[config.mk]
export PLATFORM = sky130hd
export DESIGN_NAME = fsm_1010_flat
export DESIGN_NICKNAME = d
export VERILOG_FILES = /design/src/rtl/fsm_1010_if.sv /design/src/rtl/fsm_1010.sv /design/src/flat_wrapper.sv
export SDC_FILE = /design/constraint.sdc
export NUM_CORES = 1
export LEC_CHECK = 0
export CAP_MARGIN = 20
export CORE_AREA = 2 2 39 41
export CTS_CLUSTER_SIZE = 20
export DETAILED_ROUTE_END_ITERATION = 12
export DIE_AREA = 0 0 41 43
export GPL_TIMING_DRIVEN = 0
export PLACE_DENSITY = 0.7
export SLEW_MARGIN = 5
export SYNTH_ARGS = -nofsm -noshare
export SYNTH_HDL_FRONTEND = slang
export SYNTH_SLANG_ARGS = --single-unit
[constraint.sdc]
create_clock -name clk -period 2 [get_ports clk]
set_input_delay 0.6 -clock clk [delete_from_list [all_inputs] [get_ports clk]]
set_output_delay 0.6 -clock clk [all_outputs]
set_load 0.02 [all_outputs]
[src/rtl/fsm_1010_if.sv]
// Serial-bit stream and detection results between a bit source and the 1010 detector.
interface fsm_1010_if #(
  parameter int unsigned CNT_W = 8
);
  logic             in;
  logic             out;
  logic [CNT_W-1:0] match_cnt;

  modport master (output in, input out, input match_cnt);
  modport slave  (input in, output out, output match_cnt);
endinterface

[src/rtl/fsm_1010.sv]
// Moore detector for the serial pattern 1010 (oldest bit first) with a
// saturating count of detections.
module fsm_1010 #(
  parameter bit          OVERLAP = 1'b1,
  parameter int unsigned CNT_W   = 8
) (
  input  logic      clk,
  input  logic      rst,
  fsm_1010_if.slave bus
);

  localparam logic [CNT_W-1:0] CNT_MAX = {CNT_W{1'b1}};

  typedef enum logic [2:0] {
    S0 = 3'd0,
    S1 = 3'd1,
    S2 = 3'd2,
    S3 = 3'd3,
    S4 = 3'd4
  } state_t;

  state_t           state;
  state_t           state_nx;
  logic             out_q;
  logic [CNT_W-1:0] cnt_q;

  // State register
  always_ff @(posedge clk or posedge rst) begin
    if (rst) state <= S0;
    else     state <= state_nx;
  end

  // Next-state logic; unused encodings fall back to S0
  always_comb begin
    state_nx = S0;
    case (state)
      S0:      state_nx = bus.in ? S1 : S0;
      S1:      state_nx = bus.in ? S1 : S2;
      S2:      state_nx = bus.in ? S3 : S0;
      S3:      state_nx = bus.in ? S1 : S4;
      S4:      state_nx = bus.in ? (OVERLAP ? S3 : S1) : S0;
      default: state_nx = S0;
    endcase
  end

  // Flag mirrors S4 from the same edge; S4 cannot self-loop, so every S4 entry is a new match
  always_ff @(posedge clk or posedge rst) begin
    if (rst) begin
      out_q <= 1'b0;
      cnt_q <= '0;
    end else begin
      out_q <= (state_nx == S4);
      if ((state_nx == S4) && (cnt_q != CNT_MAX))
        cnt_q <= cnt_q + CNT_W'(1);
    end
  end

  assign bus.out       = out_q;
  assign bus.match_cnt = cnt_q;

endmodule

[src/flat_wrapper.sv]
// flat-port wrapper written by rule: the top's interface ports become plain ports
module fsm_1010_flat 
#(
  parameter bit          OVERLAP = 1'b1,
  parameter int unsigned CNT_W   = 8
)
  (clk, rst, bus_in, bus_out, bus_match_cnt);
  fsm_1010_if #(.CNT_W(CNT_W)) bus_i ();
  input  logic clk;
  input  logic rst;
  input wire logic [$bits(bus_i.in)-1:0] bus_in;
  output wire logic [$bits(bus_i.out)-1:0] bus_out;
  output wire logic [$bits(bus_i.match_cnt)-1:0] bus_match_cnt;
  assign bus_i.in = bus_in;
  assign bus_out = bus_i.out;
  assign bus_match_cnt = bus_i.match_cnt;
  fsm_1010 #(.OVERLAP(OVERLAP), .CNT_W(CNT_W)) u_core (.clk(clk), .rst(rst), .bus(bus_i));
endmodule
==> summary.md, run 1 <==
| Metric | Value |
|---|---|
| Pre-CTS setup slack | `-0.195 ns` |
| Leak | `0.385 nW` |
| Worst path bufs/invs | `1` |
| Post-CTS setup buffers | `0` |
| Fin worst setup slack | `0.0526 ns` |
| Max Root-Sink Buffers | `2` |
| Busiest layer in global routing | `met2` |
| Maxcap violations | `0` |
| Status | `complete, no violations` |
| Root Driver | `clkbuf_4` |
| Fin cells | `83` |
| I/O Buffers | `11` |
| CP max-delay cell | `clkdlybuf4s50_1` |
| Cell Chain, Critical Path | `clkdlybuf4s50_1` |
| Drc violations | `0` |
| FMAX | `513 MHz` |
| Fillers | `129` |
| CP Launch Type | `flop` |
| Die footprint | `1760 µm²` |
| Top Family by Delay on Critical Path | `buffers and inverters` |
| Met3 usage | `9.42%` |
| Crit path DAT | `1.35 ns` |
| Number of global-route vias before repair | `425` |
| Crit Path Max Fanout | `5` |
| Initial detailed-routing violation count | `3` |
| Placed insts | `79` |
| Setup Viol. Count Final | `0` |
| Setup TNS | `0 ns` |
| Overflow after GRT | `0` |
| Synth warn | `0` |
| Pin count of the biggest net entering global routing | `13` |
| Syn Inst Count | `52` |
| Core Util, Final | `54.9%` |
| Row cnt | `14` |
| Drt total wl | `1060 µm` |
| Final min period | `1.95 ns` |
| Drt pass-1 iters | `3` |
| Die Y | `43 µm` |
| Antenna violations before repair | `0` |
| Htree depth | `1` |
| Skew-Pair Late Insertion Delay | `0.27 ns` |
| Routed vias | `468` |
| TritonCTS clock tree | `done` |
| Final period util | `97.4%` |
| Initial Util | `42.5%` |
| Post-DP HPWL | `721 µm` |
| Type of the worst min-delay path | `reg2reg` |
| Fraction of layout cells with a size suffix above 1 | `14.9%` |
| Core ar. | `1380 µm²` |
| Critical path endpoint category | `primary output` |
| Area Growth Syn to Fin | `29.1%` |
| Max Clock Skew | `0.00584 ns` |
| Met1 usage | `17.6%` |
| Power Density | `979 nW/µm²` |
| Final ANT Viol Nets | `0` |
| Kind of critical path | `reg2out` |
| # diodes | `0` |
| Routed len/inst | `12.8 µm` |
| Via density | `5.64` |
| CP peak stage delay | `0.64 ns` |
| RSZ-0062 raised after global routing | `no` |
| Post-layout net count | `72` |
| Syn Nets | `56` |
| Netlist cell types | `26` |
| First-pass GRT wire length | `1780 µm` |
| Post-place instance area | `718 µm²` |
| GR Util All Layers | `15.5%` |
| Final hold vios | `0` |
| Clock buffer count from CTS | `3` |
| Slew @ Worst Pin | `0.446 ns` |
| Max_slew headroom | `70.2%` |
| Die W | `41 µm` |
| Yosys reg bits | `12` |
| CP required | `1.40 ns` |
| Gpl congestion | `0.833` |
| Avg Synthesized Cell Area | `11.3 µm²` |
| Reg clk slew, reported paths | `0.08 ns` |
| Post-Synthesis Cell Area | `588 µm²` |
| Final design area excluding fillers | `759 µm²` |
| I/O pins | `12` |
| VDD IR max | `0.612 mV` |
| Sequential fraction of the synthesis area | `51.1%` |
| Final Max Tran Viols | `0` |
| Clock sink count | `12` |
| Met2 Use GR | `22.8%` |
==> sequential cells by signal, summed over array words and instances, names as in the netlist <==
register	flops
u_core.bus.match_cnt	8
u_core.state	3
u_core.bus.out	1
==> stage by stage <==
step                hold slack [ns]  power (mW)
global route                  0.509       0.785
detailed placement            0.487       0.555
global placement              0.478       0.550
CTS                           0.495       0.751
floorplan                     0.457       0.457
finish                        0.491       0.744
==> worst paths after layout <==
check | start | end | slack (ns) | depth (start not counted)
min reg2reg | u_core.state[2] | u_core.state[1] | 0.49 | 1
max in group asynchronous | rst | u_core.bus.match_cnt[2] | 1.06 | 2
max | u_core.bus.match_cnt[6] | bus_match_cnt[6] | 0.05 | 1
min | u_core.state[2] | u_core.state[1] | 0.49 | 1
max reg2reg | u_core.bus.match_cnt[0] | u_core.bus.match_cnt[1] | 0.40 | 4
min in group asynchronous | rst | u_core.bus.out | 0.63 | 2
==> routing by layer <==
metal | wire length [µm] | share of wire, %
met2 | 517 | 49
met3 | 70 | 6.6
met5 | 0 | 0
met4 | 11 | 1.0
met1 | 460 | 43
==> synth_stat cells <==
master     instances  area [µm²]
inv_1              4        15.0
nor3_1             2        10.0
a41oi_1            1        8.76
and3b_1            1        8.76
nand4bb_1          1        11.3
nor4_4             1        21.3
mux2_1             1        11.3
dfrtp_1           12         300
and4_1             1        8.76
nand4_1            1        6.26
o21ai_2            1        8.76
o32ai_1            1        8.76
ha_1               1        12.5
and2_1             1        6.26
a21oi_1            4        20.0
nor4_2             1        12.5
mux2_4             1        15.0
buf_4              1        7.51
xor2_1             2        17.5
mux2_2             1        11.3
a211oi_1           2        15.0
xnor2_1            1        8.76
nand2_1            5        18.8
nor2_1             1        3.75
o21ai_0            2        10.0
nand3_1            2        10.0
==> cell type report <==
class                           count  area [µm²]  area share (%)
Buffer                              1        7.51           0.988
Clock buffer                        4        36.3            4.78
Inverter                            4        15.0            1.98
Multi-Input combinational cell     35         265            34.9
Sequential cell                    12         300            39.5
Tap cell                           16        20.0            2.64
Timing Repair Buffer               11         115            15.2
==> power breakdown <==
part / total [mW] / switching [mW] / internal, mW / leakage, nW
combinational: 0.215 / 0.106 / 0.110 / 0.205
sequential: 0.338 / 0.0563 / 0.281 / 0.159
clock: 0.191 / 0.0799 / 0.111 / 0.0210
==> layout by cell type (no fill, tap or decap), drive strengths merged, types with 3 or more instances in the layout <==
master          n
mux2            3
inv             4
dfrtp          12
o21ai           3
nand2           5
clkbuf          4
a21oi           4
clkdlybuf4s50   9
==> cells by family (layout without fill, tap and decap cells) <==
family,Yosys count,after routing,synth area share (%)
xor gates and xnor gates,3,3,4.47
muxes,3,3,6.38
AOI/OAI and AO/OA,11,11,12.1
DFF,12,12,51.1
adders and majority gates,1,1,2.13
and+or+nand+nor,17,17,20.0
buffers and inverters,5,20,3.83
==> timing repair <==
| item | CTS | global route |
|---|---|---|
| gates resized for setup | 0 | 2 |
| endpoints found under the hold margin | 0 | 0 |
| hold buffers | 0 | 0 |
| endpoints found under the setup margin | 0 | 2 |
No activity file was read; power rests on OpenSTA's default activity.
==> run 2: changes to the inputs <==
- CTS_CLUSTER_DIAMETER: unset -> 40
==> results of run 2 <==
Final layout, timing and power as in run 1 (identical DEF).
==> run 3: changes to the inputs <==
- ABC_CLOCK_PERIOD_IN_PS: unset -> 2000
- MAX_ROUTING_LAYER: unset -> met4
- PLACE_DENSITY: 0.7 -> 0.77
==> summary.md, run 3 (synthesis gave the netlist of run 1 again) <==
| Metric | Value |
|---|---|
| Critical path endpoint category | `primary output` |
| Leak | `0.390 nW (+1.3%)` |
| Type of the worst min-delay path | `reg2reg` |
| Number of global-route vias before repair | `410 (-3.5%)` |
| Final period util | `97.3% (-0.10 points)` |
| Drt total wl | `1120 µm (+5.3%)` |
| Cell Chain, Critical Path | `clkdlybuf4s50_1` |
| Gpl congestion | `0.813 (-2.3%)` |
| Power Density | `975 nW/µm² (-0.49%)` |
| # hold bufs at CTS | `0 (unchanged)` |
| Routed len/inst | `13.4 µm (+5.3%)` |
| Final Max Tran Viols | `0 (unchanged)` |
| CP max-delay cell | `clkdlybuf4s50_1` |
| Top Family by Delay on Critical Path | `buffers and inverters` |
| Setup TNS | `0 ns (unchanged)` |
| I/O pins | `12 (unchanged)` |
| Via density | `5.29 (-6.2%)` |
| CP peak stage delay | `0.64 ns (about the same)` |
| Max reg flops | `8 (unchanged)` |
| Most frequent cells in the layout | `dfrtp_1, clkdlybuf4s50_1, nand2_1` |
| TritonCTS clock tree | `done` |
| Overflow after GRT | `0 (unchanged)` |
| Root Driver | `clkbuf_4` |
| Row cnt | `14 (unchanged)` |
| Post-CTS setup buffers | `0 (unchanged)` |
| Post-layout net count | `72 (unchanged)` |
| Final min period | `1.95 ns (-0.00204 ns)` |
| Htree depth | `1 (unchanged)` |
| Hold_ws | `0.487 ns (-0.00365 ns)` |
| GR Util All Layers | `15.2% (-0.27 points)` |
| Final ANT Viol Nets | `0 (unchanged)` |
| Crit path DAT | `1.35 ns (about the same)` |
| Post-CTS sizing | `0 (unchanged)` |
| Die W | `41 µm (unchanged)` |
| Pre-CTS setup slack | `-0.256 ns (-0.0611 ns)` |
| CP required | `1.40 ns (about the same)` |
| First-pass GRT wire length | `1770 µm (-0.39%)` |
| Kind of critical path | `reg2out` |
| Post-DP HPWL | `794 µm (+10%)` |
| Drt pass-1 iters | `2 (-1)` |
| Area Growth Syn to Fin | `29.6%` |
| Die footprint | `1760 µm² (unchanged)` |
| Fraction of layout cells with a size suffix above 1 | `14.9% (unchanged)` |
| # diodes | `0 (unchanged)` |
| Clock buffer count from CTS | `3 (unchanged)` |
| Antenna violations before repair | `0 (unchanged)` |
| Clock sink count | `12 (unchanged)` |
| Setup Viol. Count Final | `0 (unchanged)` |
| VDD IR max | `0.854 mV (+40%)` |
| Slew @ Worst Pin | `0.472 ns (+0.0257 ns)` |
| Setup slack, reg-to-reg | `0.43 ns (+0.03 ns)` |
| Fin worst setup slack | `0.0546 ns (+0.00204 ns)` |
| Drc violations | `0 (unchanged)` |
| Maxcap violations | `0 (unchanged)` |
| CP Launch Type | `flop` |
| Max Root-Sink Buffers | `2 (unchanged)` |
| Most common cell after layout, fill and taps aside | `dfrtp_1` |
| Initial detailed-routing violation count | `4 (+1)` |
| FMAX | `514 MHz (+0.10%)` |
| Max_slew headroom | `68.5% (-1.7 points)` |
| Crit Path Max Fanout | `6 (+1)` |
| Routed vias | `439 (-6.2%)` |
| Final hold vios | `0 (unchanged)` |
| Pin count of the biggest net entering global routing | `13 (unchanged)` |
| Status | `complete, no violations` |
| Worst path bufs/invs | `1 (unchanged)` |
| Final design area excluding fillers | `762 µm² (+0.33%)` |
| Post-place instance area | `718 µm² (unchanged)` |
| Overall power | `0.743 mW (-0.16%)` |
| Reg clk slew, reported paths | `0.08 ns (about the same)` |
| I/O Buffers | `11 (unchanged)` |
| Max Clock Skew | `0.00371 ns (-0.00213 ns)` |
| Initial Util | `42.5% (unchanged)` |
| Die Y | `43 µm (unchanged)` |
| Core ar. | `1380 µm² (unchanged)` |
| RSZ-0062 raised after global routing | `no` |
| Skew-Pair Late Insertion Delay | `0.26 ns (about the same)` |
[run 3: report_power, final]
part | internal (mW) | switching, mW | leakage (nW)
combinational | 0.107 | 0.104 | 0.210
sequential | 0.281 | 0.0590 | 0.159
clock | 0.110 | 0.0813 | 0.0210
total | 0.498 | 0.244 | 0.390
[run 3: stage by stage]
| stage | util [%] | std cells |
|---|---|---|
| floorplan | - | 52 |
| global placement | 51.9 | 79 |
| detailed placement | 51.9 | 79 |
| CTS | 54.5 | 83 |
| global route | 55.1 | 83 |
| finish | 55.1 | 83 |
[run 3: final timing paths]
path,cells past startpoint,end,startpoint
min in group asynchronous,2,u_core.state[1],rst
min,1,u_core.state[1],u_core.state[2]
min reg2reg,1,u_core.state[1],u_core.state[2]
max reg2reg,4,u_core.bus.match_cnt[1],u_core.bus.match_cnt[0]
max in group asynchronous,2,u_core.bus.match_cnt[0],rst
max,1,bus_match_cnt[4],u_core.bus.match_cnt[4]
[run 3: per-layer routing]
| layer | vias to the layer above | routed length (µm) | global-route usage, % |
|---|---|---|---|
| met5 | - | 0 | - |
| met4 | 0 | 17 | 6.00 |
| met3 | 2 | 40 | 3.14 |
| met2 | 6 | 535 | 22.8 |
| met1 | 211 | 522 | 19.5 |
| li1 | 220 | - | - |
[run 3: layout make-up]
cell class | instances | area, µm²
Buffer | 1 | 7.51
Clock buffer | 4 | 36.3
Fill cell | 121 | 622
Inverter | 4 | 15.0
Multi-Input combinational cell | 35 | 265
Sequential cell | 12 | 300
Tap cell | 16 | 20.0
Timing Repair Buffer | 11 | 118
